### config.mk
export PLATFORM = sky130hd
export DESIGN_NAME = h14tx_reset_sequencer
export DESIGN_NICKNAME = d
export VERILOG_FILES = /design/src/rtl/h14tx_reset_sequencer.sv
export SDC_FILE = /design/constraint.sdc
export NUM_CORES = 1
export LEC_CHECK = 0
export CORE_MARGIN = 3
export CORE_UTILIZATION = 51
export CTS_CLUSTER_DIAMETER = 80
export DETAILED_ROUTE_END_ITERATION = 12
export GPL_TIMING_DRIVEN = 1
export PLACE_DENSITY = 0.75
export SLEW_MARGIN = 30
export SYNTH_ARGS = -nofsm -noshare
export SYNTH_HDL_FRONTEND = slang
export SYNTH_SLANG_ARGS = --single-unit
### constraint.sdc
create_clock -name clk -period 1.46 [get_ports clk]
set_input_delay 0.292 -clock clk [delete_from_list [all_inputs] [get_ports clk]]
set_output_delay 0.292 -clock clk [all_outputs]
set_load 0.01 [all_outputs]
### src/rtl/h14tx_reset_sequencer.sv
// h14tx_reset_sequencer
//   Ordered reset release for the HDMI 1.4 TX chain, pixel clock domain.
//   Holds NUM_STAGES reset domains until the PLL lock is stable, then releases them
//   one at a time, STAGE_DELAY cycles apart (0 = serializer, 1 = TMDS encoders,
//   2 = video/packet scheduler). Lock loss or soft_rst_req re-asserts every stage.
//   Optional lock-wait timeout with PLL reset pulse: define H14TX_RSTSEQ_TIMEOUT_EN.
// Ports
//   clk          pixel clock
//   rst          asynchronous, active-high reset
//   pll_lock     PLL lock (asynchronous, synchronized internally)
//   soft_rst_req 1-cycle pulse, restarts the sequence
//   stage_rst    per-domain reset, active-high, registered
//   ready        all stages released
//   busy         sequence in progress
//   lock_timeout sticky lock-wait timeout flag (0 without the macro)
//   pll_rst      1-cycle PLL reset pulse on timeout (0 without the macro)
module h14tx_reset_sequencer #(
    parameter int unsigned NUM_STAGES     = 3,
    parameter int unsigned STAGE_DELAY    = 16,
    parameter int unsigned LOCK_FILTER    = 64,
    parameter int unsigned TIMEOUT_CYCLES = 4096
) (
    input  logic                  clk,
    input  logic                  rst,
    input  logic                  pll_lock,
    input  logic                  soft_rst_req,
    output logic [NUM_STAGES-1:0] stage_rst,
    output logic                  ready,
    output logic                  busy,
    output logic                  lock_timeout,
    output logic                  pll_rst
);

    localparam int unsigned MAX_AB = (LOCK_FILTER > STAGE_DELAY) ? LOCK_FILTER : STAGE_DELAY;
    localparam int unsigned MAX_C  = (MAX_AB > TIMEOUT_CYCLES) ? MAX_AB : TIMEOUT_CYCLES;
    localparam int unsigned CNT_W  = $clog2(MAX_C) + 1;
    localparam int unsigned IDX_W  = (NUM_STAGES > 1) ? $clog2(NUM_STAGES) : 1;

    localparam logic [CNT_W-1:0] FILT_LAST = CNT_W'(LOCK_FILTER - 1);
    localparam logic [CNT_W-1:0] DLY_LAST  = CNT_W'(STAGE_DELAY - 1);
    localparam logic [IDX_W-1:0] IDX_LAST  = IDX_W'(NUM_STAGES - 1);

    typedef enum logic [2:0] {
        ST_ASSERT,
        ST_WAIT_LOCK,
        ST_FILTER,
        ST_RELEASE,
        ST_RUN
    } state_t;

    state_t                state_q, state_d;
    logic [CNT_W-1:0]      cnt_q, cnt_d;
    logic [IDX_W-1:0]      idx_q, idx_d;
    logic [NUM_STAGES-1:0] stage_rst_q, stage_rst_d;
    logic                  ready_q, ready_d;
    logic                  busy_q, busy_d;
    logic                  lock_meta_q, lock_s_q;

    // Two-flop synchronizer for the asynchronous PLL lock
    always_ff @(posedge clk or posedge rst) begin
        if (rst) begin
            lock_meta_q <= 1'b0;
            lock_s_q    <= 1'b0;
        end else begin
            lock_meta_q <= pll_lock;
            lock_s_q    <= lock_meta_q;
        end
    end

`ifdef H14TX_RSTSEQ_TIMEOUT_EN
    localparam logic [CNT_W-1:0] TO_LAST = CNT_W'(TIMEOUT_CYCLES - 1);

    logic [CNT_W-1:0] wait_q, wait_d;
    logic             lock_timeout_q, lock_timeout_d;
    logic             pll_rst_q, pll_rst_d;
    logic             timeout_hit_c;

    // Lock-wait budget: accumulates across WaitLock/Filter, cleared only by Assert
    always_comb begin
        wait_d        = wait_q;
        timeout_hit_c = 1'b0;
        if (state_q == ST_ASSERT) begin
            wait_d = '0;
        end else if (state_q == ST_WAIT_LOCK || state_q == ST_FILTER) begin
            if (wait_q == TO_LAST) begin
                timeout_hit_c = 1'b1;
            end else begin
                wait_d = wait_q + CNT_W'(1);
            end
        end
        pll_rst_d = timeout_hit_c;
        if (soft_rst_req) begin
            lock_timeout_d = 1'b0;
        end else if (timeout_hit_c) begin
            lock_timeout_d = 1'b1;
        end else begin
            lock_timeout_d = lock_timeout_q;
        end
    end

    always_ff @(posedge clk or posedge rst) begin
        if (rst) begin
            wait_q         <= '0;
            lock_timeout_q <= 1'b0;
            pll_rst_q      <= 1'b0;
        end else begin
            wait_q         <= wait_d;
            lock_timeout_q <= lock_timeout_d;
            pll_rst_q      <= pll_rst_d;
        end
    end

    assign lock_timeout = lock_timeout_q;
    assign pll_rst      = pll_rst_q;
`else
    assign lock_timeout = 1'b0;
    assign pll_rst      = 1'b0;
`endif

    // Next-state and registered-output logic
    always_comb begin
        state_d     = state_q;
        cnt_d       = cnt_q;
        idx_d       = idx_q;
        stage_rst_d = stage_rst_q;

        case (state_q)
            ST_ASSERT: begin
                state_d     = ST_WAIT_LOCK;
                cnt_d       = '0;
                idx_d       = '0;
                stage_rst_d = '1;
            end
            ST_WAIT_LOCK: begin
                cnt_d = '0;
                if (lock_s_q) begin
                    state_d = ST_FILTER;
                end
            end
            ST_FILTER: begin
                if (cnt_q == FILT_LAST) begin
                    state_d = ST_RELEASE;
                    cnt_d   = '0;
                    idx_d   = '0;
                end else begin
                    cnt_d = cnt_q + CNT_W'(1);
                end
            end
            ST_RELEASE: begin
                if (cnt_q == DLY_LAST) begin
                    cnt_d = '0;
                    for (int i = 0; i < int'(NUM_STAGES); i++) begin
                        if (IDX_W'(i) == idx_q) begin
                            stage_rst_d[i] = 1'b0;
                        end
                    end
                    if (idx_q == IDX_LAST) begin
                        state_d = ST_RUN;
                    end else begin
                        idx_d = idx_q + IDX_W'(1);
                    end
                end else begin
                    cnt_d = cnt_q + CNT_W'(1);
                end
            end
            ST_RUN: begin
                state_d = ST_RUN;
            end
            default: begin
                state_d = ST_ASSERT;
            end
        endcase

        // Lock loss: Filter restarts the filter, later states abort to Assert.
        // Restoring stage_rst keeps a stage from releasing on the abort edge.
        if (!lock_s_q) begin
            if (state_q == ST_FILTER) begin
                state_d = ST_WAIT_LOCK;
                cnt_d   = '0;
            end else if (state_q == ST_RELEASE || state_q == ST_RUN) begin
                state_d     = ST_ASSERT;
                stage_rst_d = stage_rst_q;
            end
        end

`ifdef H14TX_RSTSEQ_TIMEOUT_EN
        if (timeout_hit_c) begin
            state_d = ST_ASSERT;
            cnt_d   = '0;
        end
`endif

        if (soft_rst_req && state_q != ST_ASSERT) begin
            state_d     = ST_ASSERT;
            stage_rst_d = stage_rst_q;
        end

        ready_d = (state_d == ST_RUN);
        busy_d  = ~ready_d;
    end

    always_ff @(posedge clk or posedge rst) begin
        if (rst) begin
            state_q     <= ST_ASSERT;
            cnt_q       <= '0;
            idx_q       <= '0;
            stage_rst_q <= '1;
            ready_q     <= 1'b0;
            busy_q      <= 1'b1;
        end else begin
            state_q     <= state_d;
            cnt_q       <= cnt_d;
            idx_q       <= idx_d;
            stage_rst_q <= stage_rst_d;
            ready_q     <= ready_d;
            busy_q      <= busy_d;
        end
    end

    assign stage_rst = stage_rst_q;
    assign ready     = ready_q;
    assign busy      = busy_q;

endmodule

==> summary.txt <==
Pwr
  – Cell area power density: 871 mW/mm²
  – Static leakage: 0.722 nW
  – Maximum VDD drop: 0.000869 V
  – Final Power: 0.00152 W

Clock network
  – Maximum clock insertion buffer count: 2
  – H-Tree Depth: 1
  – CTS root buffer: clkbuf_4
  – Skew-Pair Late Insertion Delay: 0.32 ns
  – Clock Sinks: 25
  – CTS tree: done
  – Clock transition at the registers of the reported paths: 0.13 ns
  – CTS Buf Count: 3

STA
  – Worst hold slack: 0.298 ns
  – Clock Skew: 0.00190 ns
  – Max Slew Vio Count: 0
  – Post-layout min period: 1.62 ns
  – RSZ-0062 raised after global routing: true
  – Final hold viol count: 0
  – Final setup margin: -0.162 ns
  – Final Cycle Share: 111%
  – Fmax achieved: 616 MHz
  – Final setup fails: 23

Worst hold path
  – Worst min path class: input port to async pin

Logic synthesis
  – Yosys reg bits: 25
  – Cell area after synthesis: 0.00135 mm²
  – Sequential cell area fraction in the yosys report: 46.8%
  – Avg Cell Area, Syn: 9.92 µm²
  – Yosys cell types: 39
  – Yosys Warn Count: 0
  – Share of synthesized registers carrying an async set or reset: 100%
  – EDFF count, synth: 0
  – Synth Flop Type: dfrtp_1
  – Post-Synthesis Cells: 136

Floorplan
  – Boundary Pins: 11
  – Die height: 57.4 µm
  – Site Rows: 18
  – Die area: 0.00330 mm²
  – Die W: 57.4 µm
  – Core Area: 0.00250 mm²
  – Starting Density: 54.0%

Placed design
  – Cells after DPL: 189
  – DPL Wire Length: 2.01 mm
  – IO Port Bufs: 8
  – Routability cong.: 0.846

Drt
  – Wire per inst: 14.3 µm
  – DR pass1 iterations: 5
  – Vias per std cell: 5.56
  – Via count: 1090
  – Final wirelength: 2.80 mm
  – Drt initial violations: 29
  – Post-DRT Antenna Nets: 0
  – DRC: 0

Global route
  – Number of global-route vias before repair: 1050
  – Total global routing overflow: 0
  – Initial antenna violation count: 0
  – First-pass GRT wire length: 4.57 mm
  – Pin count of the biggest net entering global routing: 26
  – GRT Overall Usage: 17.6%

Critical path
  – Required @ worst endpoint: 1.72 ns
  – Crit. End Element: flop
  – Critical path class: flop to flop
  – Setup crit start kind: flop
  – Crit path max fanout: 6
  – Crit path DAT: 1.88 ns

Finish
  – Share of cells above drive strength 1: 30.7%
  – Layout area overhead: 29.1%
  – ANT cells: 0
  – Util after Layout: 69.7%
  – Post-Layout Cell Count: 196
  – Final net count: 175

Status
  – Failing checks: setup timing
  – Outcome: finished with violations

Flow run
  – Max cap viols: 0
layout by cell type, fill, tap and decap left out, types with 2 or more instances in the layout:
master           synthesis  layout
a21o_1                   3       3
a21oi_2                  0       3
buf_4                    2      22
buf_6                    1       4
clkbuf_4                 0       3
clkdlybuf4s15_1          0       3
clkdlybuf4s50_1          0       3
conb_1                   1       2
dfrtp_1                 21      21
dfstp_2                  4       4
dlygate4sd2_1            0       2
ha_1                     4       3
inv_1                    3       3
nand2_1                  7       7
nand2b_1                 4       4
nand3_1                  6       4
nand3_2                  0       2
nand4_1                  5       5
nor2_1                   8       8
nor2b_1                  2       2
nor3_1                  19      17
nor3_2                   0       2
nor4_1                   2       2
o21ai_0                  3       2
xnor2_1                  8       8
xor2_1                   4       4
layout make-up:
cell class                 instances  area (µm²)
clock buffer                       3        22.5
clock inverter                     1        5.00
fill                             182         758
inverter                           3        11.3
multi-input combinational        100         747
sequential                        25         631
tap                               30        37.5
timing repair buffer              34         288
synth_stat cells, types with 3 or more instances:
cell type | instances | area [µm²]
dfrtp_1 | 21 | 526
nor3_1 | 19 | 95.1
nor2_1 | 8 | 30.0
xnor2_1 | 8 | 70.1
nand2_1 | 7 | 26.3
nand3_1 | 6 | 30.0
clkbuf_1 | 5 | 18.8
nand4_1 | 5 | 31.3
a21oi_1 | 4 | 20.0
dfstp_2 | 4 | 105
ha_1 | 4 | 50.1
nand2b_1 | 4 | 25.0
xor2_1 | 4 | 35.0
a21o_1 | 3 | 22.5
inv_1 | 3 | 11.3
o21ai_0 | 3 | 15.0
worst paths after layout:
| path | end | from | slack [ns] | cells past startpoint |
|---|---|---|---|---|
| max | busy | cnt_q[8] | -0.16 | 5 |
| min | cnt_q[1] | rst | 0.30 | 3 |
| max reg2reg | busy | cnt_q[8] | -0.16 | 5 |
| min reg2reg | lock_s_q | lock_meta_q | 0.37 | 0 |
| max in group asynchronous | stage_rst[0] | rst | 0.87 | 3 |
| min in group clk | lock_s_q | lock_meta_q | 0.37 | 0 |
power by group:
group          internal [W]  switching [W]  leakage, nW
Sequential         0.000746      0.0000392        0.327
Combinational      0.000196       0.000236        0.377
Clock              0.000103       0.000196       0.0177
Total               0.00105       0.000472        0.722
cell families (layout without fill, tap and decap cells):
group                    count (synthesis)  count (layout)  synth area share [%]
flip-flops                              25              25                  46.8
AO/OA/AOI/OAI                           15              15                  8.35
adder cells (fa/ha/maj)                  4               4                  3.71
other                                    1               2                 0.278
multiplexers                             1               1                 0.742
AND/OR/NAND/NOR                         66              66                  27.8
buffers and inverters                   12              41                  4.54
XOR/XNOR                                12              12                  7.79
critical path, cell delays in order, from the launching register on:
cell and delay (ns):
dfrtp_1 0.43, nor4_4 0.32, buf_4 0.18, and4_4 0.28, a32oi_4 0.12, or2_1 0.23
what timing repair did:
action,CTS,global route
resized for setup,12,14
gates cloned,0,0
buffers inserted,0,3
hold buffers,0,0
pin swaps,5,3
endpoints found under the setup margin,28,26
stage by stage:
step / TNS (ns) / instance area, µm² / setup slack, ns
6_report: -2.76 / 1740 / -0.162
5_1_grt: -4.33 / 1740 / -0.220
4_1_cts: -2.09 / 1650 / -0.136
3_5_place_dp: -2.57 / 1610 / -0.176
3_3_place_gp: -1.28 / 1610 / -0.117
2_1_floorplan: -0.751 / 1370 / -0.0751
sequential cells by signal, summed over array words and instances, names as in the netlist:
| signal | flops |
|---|---|
| ready | 1 |
| cnt_q | 13 |
| lock_s_q | 1 |
| stage_rst | 3 |
| lock_meta_q | 1 |
| idx_q | 2 |
| state_q | 3 |
| busy | 1 |
layer usage:
layer | wire length [µm] | up-vias | track usage, %
li1 | - | 544 | -
met1 | 1300 | 526 | 23.5
met2 | 1390 | 18 | 27.9
met3 | 103 | 2 | 5.20
met4 | 13 | 0 | 4.64
met5 | 0 | - | 0
Note: power is estimated with default switching activity, not from simulation.
==> patch (same settings) <==
The parameter `LOCK_FILTER` goes from 64 to 32.
--- a/src/rtl/h14tx_reset_sequencer.sv
+++ b/src/rtl/h14tx_reset_sequencer.sv
@@ -17,7 +17,7 @@
 module h14tx_reset_sequencer #(
     parameter int unsigned NUM_STAGES     = 3,
     parameter int unsigned STAGE_DELAY    = 16,
-    parameter int unsigned LOCK_FILTER    = 64,
+    parameter int unsigned LOCK_FILTER    = 32,
     parameter int unsigned TIMEOUT_CYCLES = 4096
 ) (
     input  logic                  clk,
Function: no difference found for any inputs over 10 cycles, from zero or initial values and one cycle with rst high; that may be too few to reach the edited logic, so the function may still have changed.
==> patch against the unedited design <==
The flow still finishes with violations (setup timing). Core utilization up 3.9 points. Sequential power decreased by 2.9%. Sequential share of layout area decreased by 3.4 points. Area after synthesis is 9.2% higher. Wire length rose by 13%. Sequential cell count unchanged. Worst setup slack got worse by 0.036 ns. Worst hold slack better by 0.0096 ns. Final area rose by 10%. Total power fell by 1.8%. Highest routed layer unchanged.
==> patch: results <==
group,metric,value,unit
sta,finalSetupViolCount,18,
sta,clock_skew,0.00230,ns
outcome,violations,"setup timing",
synthesis,ys_seq_area_frac,0.428,
route,met2WireLength,1600,um
global_routing,grt_pass1_wl,5400,um
synthesis,synthTopCellsByArea,"dfrtp_1 36%, dfstp_2 7.1%, nor3_2 5.4%",
route,met1_length,1440,um
power_and_ir_drop,peakVddDrop,0.824,mV
power_and_ir_drop,internal_power,1.04,mW
placed_design,dpl_cell_area,1790,um2
sta,fin_setup_tns,-2.61,ns
synthesis,synth_commonest_cells,"21 x dfrtp_1, 8 x nor3_2, 8 x xor2_1",
route,drt_iter0_drc,51,
global_routing,grt_pass1_vias,1237,
outcome,status,"complete, but fails checks",
layout,diodes,0,
setup_path,cp_max_fo,4,
placed_design,hpwl,2320,um
layout,drive_above_1_share,0.452,
layout,layout.nets,186,
layout,stdcell_count,207,
global_routing,met2_usage,0.347,
global_routing,grtUsageMet3,0.0194,
synthesis,syn_inst,137,
global_routing,gr-usage-met1,0.259,
layout,regMostFlops,"cnt_q",
route,routed_wl,3170,um
layout,num-fill-cells,173,
placed_design,dp_cells,201,
clock_network,cts_setup_buffers,1,
route,drcViolationCount,0,
power_and_ir_drop,p_sw,0.448,mW
placed_design,place_ws,-0.152,ns
clock_network,htreeDepth,1,
placed_design,place_congestion,0.901,
power_and_ir_drop,powerClk,0.311,mW
power_and_ir_drop,sequentialPower,0.762,mW
synthesis,ys_types,46,
setup_path,cpPeakStageDelay,0.39,ns
clock_network,cts_resized,14,
clock_network,insertion_delay,0.32,ns
placed_design,portBuffers,8,
route,vias_per_cell,5.58,
sta,worst_slack,-0.198,ns
global_routing,grt_usage,0.204,
route,first_pass_iters,4,
route,routed-wl-met3,56,um
setup_path,slowest_stage,"dfrtp_1",
power_and_ir_drop,p_leak,0.833,nW
## patch: final cells by class
type / count / share of cell area
clock buffers: 3 / 0.0117
clock inverters: 1 / 0.00260
inverters: 6 / 0.0117
multi-input cells: 98 / 0.434
flip-flops and latches: 25 / 0.328
well taps: 30 / 0.0195
repair buffers: 44 / 0.193
## patch: final timing paths
path,startpoint,end,slack (ns)
hold / removal,rst,lock_s_q,0.31
hold reg to reg,lock_meta_q,lock_s_q,0.37
setup reg to reg,cnt_q[1],idx_q[1],-0.20
setup / recovery,cnt_q[1],idx_q[1],-0.20
min in group clk,lock_meta_q,lock_s_q,0.37
max in group asynchronous,rst,stage_rst[1],0.86
## patch: cell families after synthesis
group	after synthesis	synth area share
AOI/OAI and AO/OA	22	0.114
xor gates and xnor gates	10	0.0595
adders and majority gates	4	0.0340
buffers and inverters	15	0.0697
DFF	25	0.428
muxes	1	0.00680
other	1	0.00255
and+or+nand+nor	59	0.285
